`config.mk`:
```
export PLATFORM = sky130hd
export DESIGN_NAME = serial_rx
export DESIGN_NICKNAME = d
export VERILOG_FILES = /design/src/rtl/serial_rx.sv
export SDC_FILE = /design/constraint.sdc
export NUM_CORES = 1
export LEC_CHECK = 0
export CORE_ASPECT_RATIO = 0.5
export CORE_MARGIN = 3
export CORE_UTILIZATION = 28
export DETAILED_ROUTE_END_ITERATION = 10
export PLACE_DENSITY = 0.46
export RECOVER_POWER = 25
export SKIP_CTS_REPAIR_TIMING = 1
export SLEW_MARGIN = 10
export SYNTH_ARGS = -nofsm -noshare
export SYNTH_HDL_FRONTEND = slang
export SYNTH_SLANG_ARGS = --single-unit
```
`constraint.sdc`:
```
create_clock -name sclk -period 2.9 [get_ports sclk]
set_input_delay 0.29 -clock sclk [delete_from_list [all_inputs] [get_ports sclk]]
set_output_delay 0.29 -clock sclk [all_outputs]
set_load 0.05 [all_outputs]
```
`src/rtl/serial_rx.sv`:
```
// serial_rx: MSB-first serial word receiver framed by data_enable.
// Emits data_valid on a full frame, frame_error on a short frame.
module serial_rx #(
    parameter int WIDTH = 32
) (
    input  logic             sclk,
    input  logic             reset,
    input  logic             data_enable,
    input  logic             sdi,
    output logic [WIDTH-1:0] data_out,
    output logic             data_valid,
    output logic             frame_error,
    output logic             busy,
    output logic [7:0]       frame_cnt
);

    localparam int CW = (WIDTH > 1) ? $clog2(WIDTH) : 1;
    localparam int SW = WIDTH - 1;
    localparam logic [CW-1:0] LAST = CW'(WIDTH - 1);

    typedef enum logic {
        IDLE,
        RECV
    } state_t;

    state_t          state_q, state_d;
    logic [CW-1:0]   bit_cnt_q, bit_cnt_d;
    logic [SW-1:0]   shift_q, shift_d;
    logic [WIDTH-1:0] data_q, data_d;
    logic            valid_q, valid_d;
    logic            err_q, err_d;
    logic [7:0]      cnt_q, cnt_d;

    // Next-state: frame start, bit accumulation, completion and abort.
    always_comb begin
        state_d   = state_q;
        bit_cnt_d = bit_cnt_q;
        shift_d   = shift_q;
        data_d    = data_q;
        valid_d   = 1'b0;
        err_d     = 1'b0;
        cnt_d     = cnt_q;
        unique case (state_q)
            IDLE: begin
                if (data_enable) begin
                    shift_d   = SW'({shift_q, sdi});
                    bit_cnt_d = CW'(1);
                    state_d   = RECV;
                end
            end
            RECV: begin
                if (!data_enable) begin
                    err_d     = 1'b1;
                    bit_cnt_d = '0;
                    shift_d   = '0;
                    state_d   = IDLE;
                end else if (bit_cnt_q == LAST) begin
                    data_d    = {shift_q, sdi};
                    valid_d   = 1'b1;
                    cnt_d     = cnt_q + 8'd1;
                    bit_cnt_d = '0;
                    shift_d   = '0;
                    state_d   = IDLE;
                end else begin
                    shift_d   = SW'({shift_q, sdi});
                    bit_cnt_d = bit_cnt_q + CW'(1);
                end
            end
            default: state_d = IDLE;
        endcase
    end

    // All state and registered outputs; reset clears everything at once.
    always_ff @(posedge sclk or posedge reset) begin
        if (reset) begin
            state_q   <= IDLE;
            bit_cnt_q <= '0;
            shift_q   <= '0;
            data_q    <= '0;
            valid_q   <= 1'b0;
            err_q     <= 1'b0;
            cnt_q     <= '0;
        end else begin
            state_q   <= state_d;
            bit_cnt_q <= bit_cnt_d;
            shift_q   <= shift_d;
            data_q    <= data_d;
            valid_q   <= valid_d;
            err_q     <= err_d;
            cnt_q     <= cnt_d;
        end
    end

    assign data_out    = data_q;
    assign data_valid  = valid_q;
    assign frame_error = err_q;
    assign busy        = (state_q == RECV);
    assign frame_cnt   = cnt_q;

endmodule

```
# After elaboration in Yosys (flattened, before gate mapping)
# Index checks and enable logic that the tools add are counted.
[classes]
n_addsub = 2
eq_ne = 2
n_mux = 17
n_bitwise = 1
n_reduce_logical = 1
[ops]
columns = ["op", "count"]
rows = [
  ["31-bit 2-to-1 mux", 3],
  ["31-bit case mux with 2 select lines", 1],
  ["5-bit 2-to-1 mux", 3],
  ["5-bit case mux with 2 select lines", 1],
  ["8-bit by 1-bit adder with 8-bit output (second input constant)", 1],
  ["1-bit 2-to-1 mux", 8],
  ["5-bit by 1-bit adder with 5-bit output (second input constant)", 1],
  ["5-bit == test (second input constant)", 1],
  ["3-bit AND reduction", 1],
  ["2-bit != test (second input constant)", 1],
  ["1-bit case mux with 2 select lines", 1],
  ["1-bit NOT", 1],
]
[word_totals]
regBits = 79
in_bits = 4
output_inout_bits = 43

# Longest topological paths before layout
# Gate-level depths: netlist of the first run.
[depth]
ltp_word = 4
ltp_mapped = 6

# Worst setup path after synthesis of the first run
# Ideal clock, no wire load.
[synth_path]
path_type = "register to register"
start = "register state_q (netlist: busy)"
end = "register data_q[10] (netlist: data_out[10])"
setup_time_ps = 125
arrival_ps = 1648
slack_ps = 1126
stages_incl_launch_ff = 7
synth_period_minus_slack_ps = 1774
path_cell_list = "dfrtp_1 > buf_4 > and2_1 > buf_4 > nand2_4 > buf_6 > mux2_4"
[synth_via]
elab_chain_cells = 1
[synth_lines]
columns = ["element", "line_no", "text"]
rows = [
  ["start, declared", "26", "state_t state_q, state_d;"],
  ["start signal, assigned", "84", "state_q <= state_d;"],
  ["3-bit AND reduction (no line)", "-", ""],
  ["end signal, assigned", "87", "data_q <= data_d;"],
  ["end, declared", "29", "logic [WIDTH-1:0] data_q, data_d;"],
]
# No other way between the ends.
# A chain may end at the register's enable or synchronous reset.

# Final worst setup path of the first run
[layout_path]
start = "register bit_cnt_q[0]"
end = "register cnt_q[1] (netlist: frame_cnt[1])"
[layout_via]
elab_chain_cells = 2
[layout_lines]
columns = ["element", "line_no", "text"]
rows = [
  ["start, declared", "27", "logic [CW-1:0] bit_cnt_q, bit_cnt_d;"],
  ["start signal, assigned", "85", "bit_cnt_q <= bit_cnt_d;"],
  ["5-bit == test", "57", "end else if (bit_cnt_q == LAST) begin"],
  ["3-bit AND reduction (no line)", "-", ""],
  ["end signal, assigned", "90", "cnt_q <= cnt_d;"],
  ["end, declared", "32", "logic [7:0] cnt_q, cnt_d;"],
]
# No other way between the ends.

==> results of run 1 <==
## registers in the layout, summed over array words and instances, names as in the netlist
name and flops:
data_out 32, busy 1, frame_error 1, bit_cnt_q 5, data_valid 1, shift_q 31
frame_cnt 8
## final cells by class
cell class	count	area (sq um)
Clock inverter	3	67.6
Clock buffer	12	246
Sequential cell	79	1980
Multi-Input combinational cell	107	1080
Timing Repair Buffer	50	488
Tap cell	140	175
Fill cell	1004	6500
Inverter	2	8.76
## power by group
group	leakage [nW]	switching, mW	internal, mW
combinational	0.757	0.0515	0.0232
sequential	1.09	0.0118	1.12
clock	0.149	0.416	0.773
## layer usage
metal  vias up  track usage [%]
li1        823                -
met1       921             12.4
met2        31             14.6
met3         7             3.94
met4         0             3.41
met5         -                0
## through the flow
stage	hold WS [ns]	setup slack, ns	cells
floorplan	0.423	0.587	200
global placement	0.457	0.701	378
detailed placement	0.461	0.645	378
CTS	0.393	0.663	393
global route	0.491	0.555	393
finish	0.472	0.676	393
## worst max-delay path, cell delays in order, from the launching register on
cell	delay [ns]
dfrtp_1	0.41
ha_1	0.23
and3_1	0.21
ha_1	0.30
nand2_4	0.54
mux2_2	0.40
## cell usage in the layout (no fill, tap or decap), types with 2 or more instances in the layout
master / instances
nand2_1: 5
nand3_1: 2
xnor2_1: 2
dlygate4sd3_1: 2
xor2_1: 5
bufinv_16: 2
ha_1: 4
dfrtp_1: 79
a22o_1: 33
mux2_2: 4
nor3_1: 3
clkdlybuf4s50_1: 44
buf_4: 3
clkbuf_1: 2
and3_1: 2
nor2_1: 2
clkbuf_16: 9
a21o_1: 2
mux2_4: 29
## cells by family after synthesis
group           count (synthesis)  share of synthesized area, %
compound gates                 41                          11.0
xor+xnor                        7                          1.95
fa+ha+maj                       4                          1.59
buf+inv                        14                          2.91
flops                          79                          63.0
mux                            33                          15.3
simple gates                   22                          4.19
## worst min-delay path by stage
stage | to | depth (start not counted)
2_1_floorplan | shift_q[0] | 1
3_3_place_gp | frame_cnt[7] | 1
3_5_place_dp | frame_cnt[7] | 1
4_1_cts | bit_cnt_q[4] | 2
5_1_grt | frame_cnt[7] | 1
6_report | frame_cnt[7] | 1
==> flow_summary.toml, run 1 <==
[outcome]
run_status = "complete, but fails checks"
failed_checks = "max-capacitance violations, max-slew violations"

[yosys]
synth_top_area_share_pct = 63.0
synth_warnings = 0
synthTopCellsByArea = "dfrtp_1, mux2_4, a22o_1"
ys.flop_type = "dfrtp_1"
synth.net_count = 208
synthArstFlopShare_pct = 100
yosysMostFrequentCell = "dfrtp_1"
synth_enable_flop_cells = 0
ys_ff_latch = 79
yosysSeqAreaShare_pct = 63.0
synth_area_leader_cell = "dfrtp_1"
synth_area_sq_um = 3140
yosys-top-cells-count = "dfrtp_1, a22o_1, mux2_4"
synthCells = 200
syn_area_per_cell_sq_um = 15.7
synth_cell_types = 31

[sta]
fmax_mhz = 450
tns_ns = 0
fin_crit_sh_pct = 76.7
fin_skew_ns = 0.00904
setup_viol = 0
fin_crit_ns = 2.22
rsz0062_at_grt = "false"
hold_viol = 0
slew_violations = 41
relSlewSlack_pct = -15.4
worst_slew_pin_slew_ns = 1.72

[floorplan]
ios = 47
die_w_um = 156
std_cell_rows = 26
core-area_sq_um = 10500
start_util_pct = 29.8
dieArea_sq_um = 12600
die_y_um = 80.9

[pwr]
p_leak_nw = 2.00
ir_drop_mv = 0.291
p_per_area_nw_per_um2 = 592
power_mw = 2.39

[routing]
met3_length_um = 275
drt_iter0_drc = 81
dr.pass1.iters = 4
antenna_left = 0
via_per_inst = 4.53
wl_per_cell_um = 14.4
drc = 0
wirelength_um = 5660
routed-via-count = 1782
wl_met1_um = 2800
route.top_layer_used = "met4"
dr_wl_met2_um = 2510

[setup_path]
critPathLaunch = "bit_cnt_q[0]"
cp-endpoint = "frame_cnt[1]"
start_kind = "flop"
worstPathArrival_ns = 2.43
endpoint_kind = "flop"
critPathMaxFanout = 34
crit_required_ns = 3.11
r2r-start = "bit_cnt_q[0]"
r2r-end = "frame_cnt[1]"
regToRegSetupSlack_ns = 0.68
critPathKind = "flop to flop"
rr_worst_depth = 5

[final_layout]
final_area_sq_um = 4040
nNetsFinal = 257
diodes = 0
final_layout_size_suffix_gt1_share_pct = 22.5
fin_util_pct = 38.3
syn2layout_area_growth_pct = 28.7

[min_path]
min_from = "frame_cnt[7]"
worstHoldPathType = "flop to flop"

[global_routing]
gr-total-overflow = 0
grt_pass1_wl_um = 9520
antenna_found_initial = 0
grt_pass1_vias = 1861
grt_max_degree = 41
grt_usage_pct = 9.57

[clock_network]
cts_tree = "yes"
cts.sinks = 79
clockBufferDepth = 2
clkTransAtPathRegs_ns = 0.06
root_buffer = "clkbuf_16"
clkLatencyLatePin_ns = 0.33
cts_made_buffers = 9
htree_levels = 3

[job]
max_cap_viol_count = 1

[placement]
dp_hpwl_um = 3630
place_area_sq_um = 3730
portBuffers = 46
gp_congestion = 0.770
(Power assumes the default switching activity.)
==> inputs of run 2 (changes only) <==
clock period = 2.1 ns   (was 2.9 ns; I/O delays follow)
==> flow_summary.toml, run 2 (synthesis results as in run 1) <==
[setup_path]
crit_path_cell_trace = "ha_1, and3_1, ha_1, nand2_4, buf_12, mux2_2"
start_kind = "flop"
regToRegSetupSlack_ns = 0.13
r2r-start = "bit_cnt_q[0]"
cp-endpoint = "data_out[31]"
critPathLaunch = "bit_cnt_q[0]"
critPathKind = "flop to flop"
endpoint_kind = "flop"
r2r-end = "data_out[31]"
crit_path_max_incr_delay_ns = 0.40
crit_top_cell = "ha_1"
crit_required_ns = 2.30
critPathMaxFanout = 15
cpMaxStageDelayCell = "dfrtp_1"
rr_worst_depth = 6
worstPathArrival_ns = 2.17

[sta]
fin_crit_ns = 1.97
worst_slew_pin_slew_ns = 0.897
tns_ns = 0
fin_crit_sh_pct = 93.9
setup_viol = 0
hold_viol = 0
slew_violations = 0
relSlewSlack_pct = 39.9
rsz0062_at_grt = "false"
fmax_mhz = 507
fin_skew_ns = 0.00537

[global_routing]
grt_usage_pct = 9.67
antenna_found_initial = 0
grt_pass1_vias = 1832
grt_pass1_wl_um = 9600
gr-total-overflow = 0
grt_max_degree = 45

[pwr]
clockPowerShare_pct = 50.3
p_sw_mw = 0.669
swShare_pct = 20.0
p_per_area_nw_per_um2 = 812
p_int_mw = 2.68
pwr-share-comb_pct = 3.2
pwr-share-seq_pct = 46.5
ir_drop_mv = 0.323
p_leak_nw = 2.05

[clock_network]
cts_tree = "yes"
clockBufferDepth = 2
cts_made_buffers = 9
clkLatencyLatePin_ns = 0.32
root_buffer = "clkbuf_16"
clkTransAtPathRegs_ns = 0.06
cts.sinks = 79
htree_levels = 3

[placement]
gp_congestion = 0.724
portBuffers = 46
place_area_sq_um = 3800
dp_hpwl_um = 3760

[floorplan]
start_util_pct = 29.8
die_w_um = 156
ios = 47
core-area_sq_um = 10500
dieArea_sq_um = 12600
std_cell_rows = 26
die_y_um = 80.9

[final_layout]
nFillCells = 984
mostFrequentLayoutCell = "dfrtp_1"
final_layout_size_suffix_gt1_share_pct = 25.1
nNetsFinal = 262
largest_reg_flops = 32
diodes = 0
syn2layout_area_growth_pct = 31.4
layout_common_cells = "dfrtp_1, clkdlybuf4s50_1, a22o_1"
register_area_sq_um = 1980
multi_input_area_sq_um = 1080
final_area_sq_um = 4120

[job]
max_cap_viol_count = 0

[routing]
dr.pass1.iters = 4
via_per_inst = 4.50
drc = 0
wirelength_um = 5590
wl_per_cell_um = 14.0
routed-via-count = 1794
drt_iter0_drc = 96
antenna_left = 0

[outcome]
run_status = "finished clean"

[min_path]
worstHoldPathType = "flop to flop"
==> run 2: cell count changes in the layout (fill, tap and decap cells not counted), sizes merged <==
cell and change:
clkinv +1, dlygate4sd3 -1, clkinvlp +1, clkbuf -1, buf +5, clkdlybuf4s50 +1
==> run 2: final cells by class <==
cell class | instances | area share (%)
timing repair buffer | 55 | 13.4
tap | 140 | 4.25
sequential | 79 | 48.0
clock buffer | 11 | 6.13
clock inverter | 5 | 1.94
multi-input combinational | 107 | 26.1
inverter | 2 | 0.212
==> run 2: layer usage <==
metal  track usage [%]  up-vias  wire (um)
met3              3.14        4        257
li1                  -      836          -
met5                 0        -          0
met4              3.14        0         52
met2              14.3       35       2530
met1              13.5      919       2750
==> run 2: per-stage QoR <==
step,hold slack (ns),setup slack [ns],utilization (%),power [mW],cells
2_1_floorplan,0.343,0.326,-,1.66,200
3_3_place_gp,0.454,0.173,36.1,1.70,383
3_5_place_dp,0.464,0.132,36.1,1.70,383
4_1_cts,0.279,0.102,39.3,3.41,399
5_1_grt,0.512,0.0226,39.1,3.48,399
6_report,0.474,0.128,39.1,3.35,399
==> run 2: worst max-delay path, delay by kind of cell, from the launching register on <==
family	cells	cell delay, ns
muxes	1	0.34
buffers and inverters	1	0.19
DFF	1	0.40
and+or+nand+nor	2	0.39
adders and majority gates	2	0.52
==> run 2: power groups by stage <==
stage	Sequential, mW	Combinational (mW)	Clock [mW]
after global routing	1.56	0.125	1.80
after global placement	1.58	0.115	0
after floorplan	1.58	0.0734	0
after detailed placement	1.58	0.117	0
final	1.56	0.108	1.68
after CTS	1.56	0.118	1.73
==> run 2: worst min path at each step <==
stage | start | endpoint | slack (ns) | cells past startpoint
CTS | reset | shift_q[5] | 0.28 | 2
global route | frame_cnt[7] | frame_cnt[7] | 0.51 | 1
detailed placement | frame_cnt[7] | frame_cnt[7] | 0.46 | 1
global placement | frame_cnt[7] | frame_cnt[7] | 0.45 | 1
finish | frame_cnt[7] | frame_cnt[7] | 0.47 | 1
floorplan | sdi | shift_q[0] | 0.34 | 1
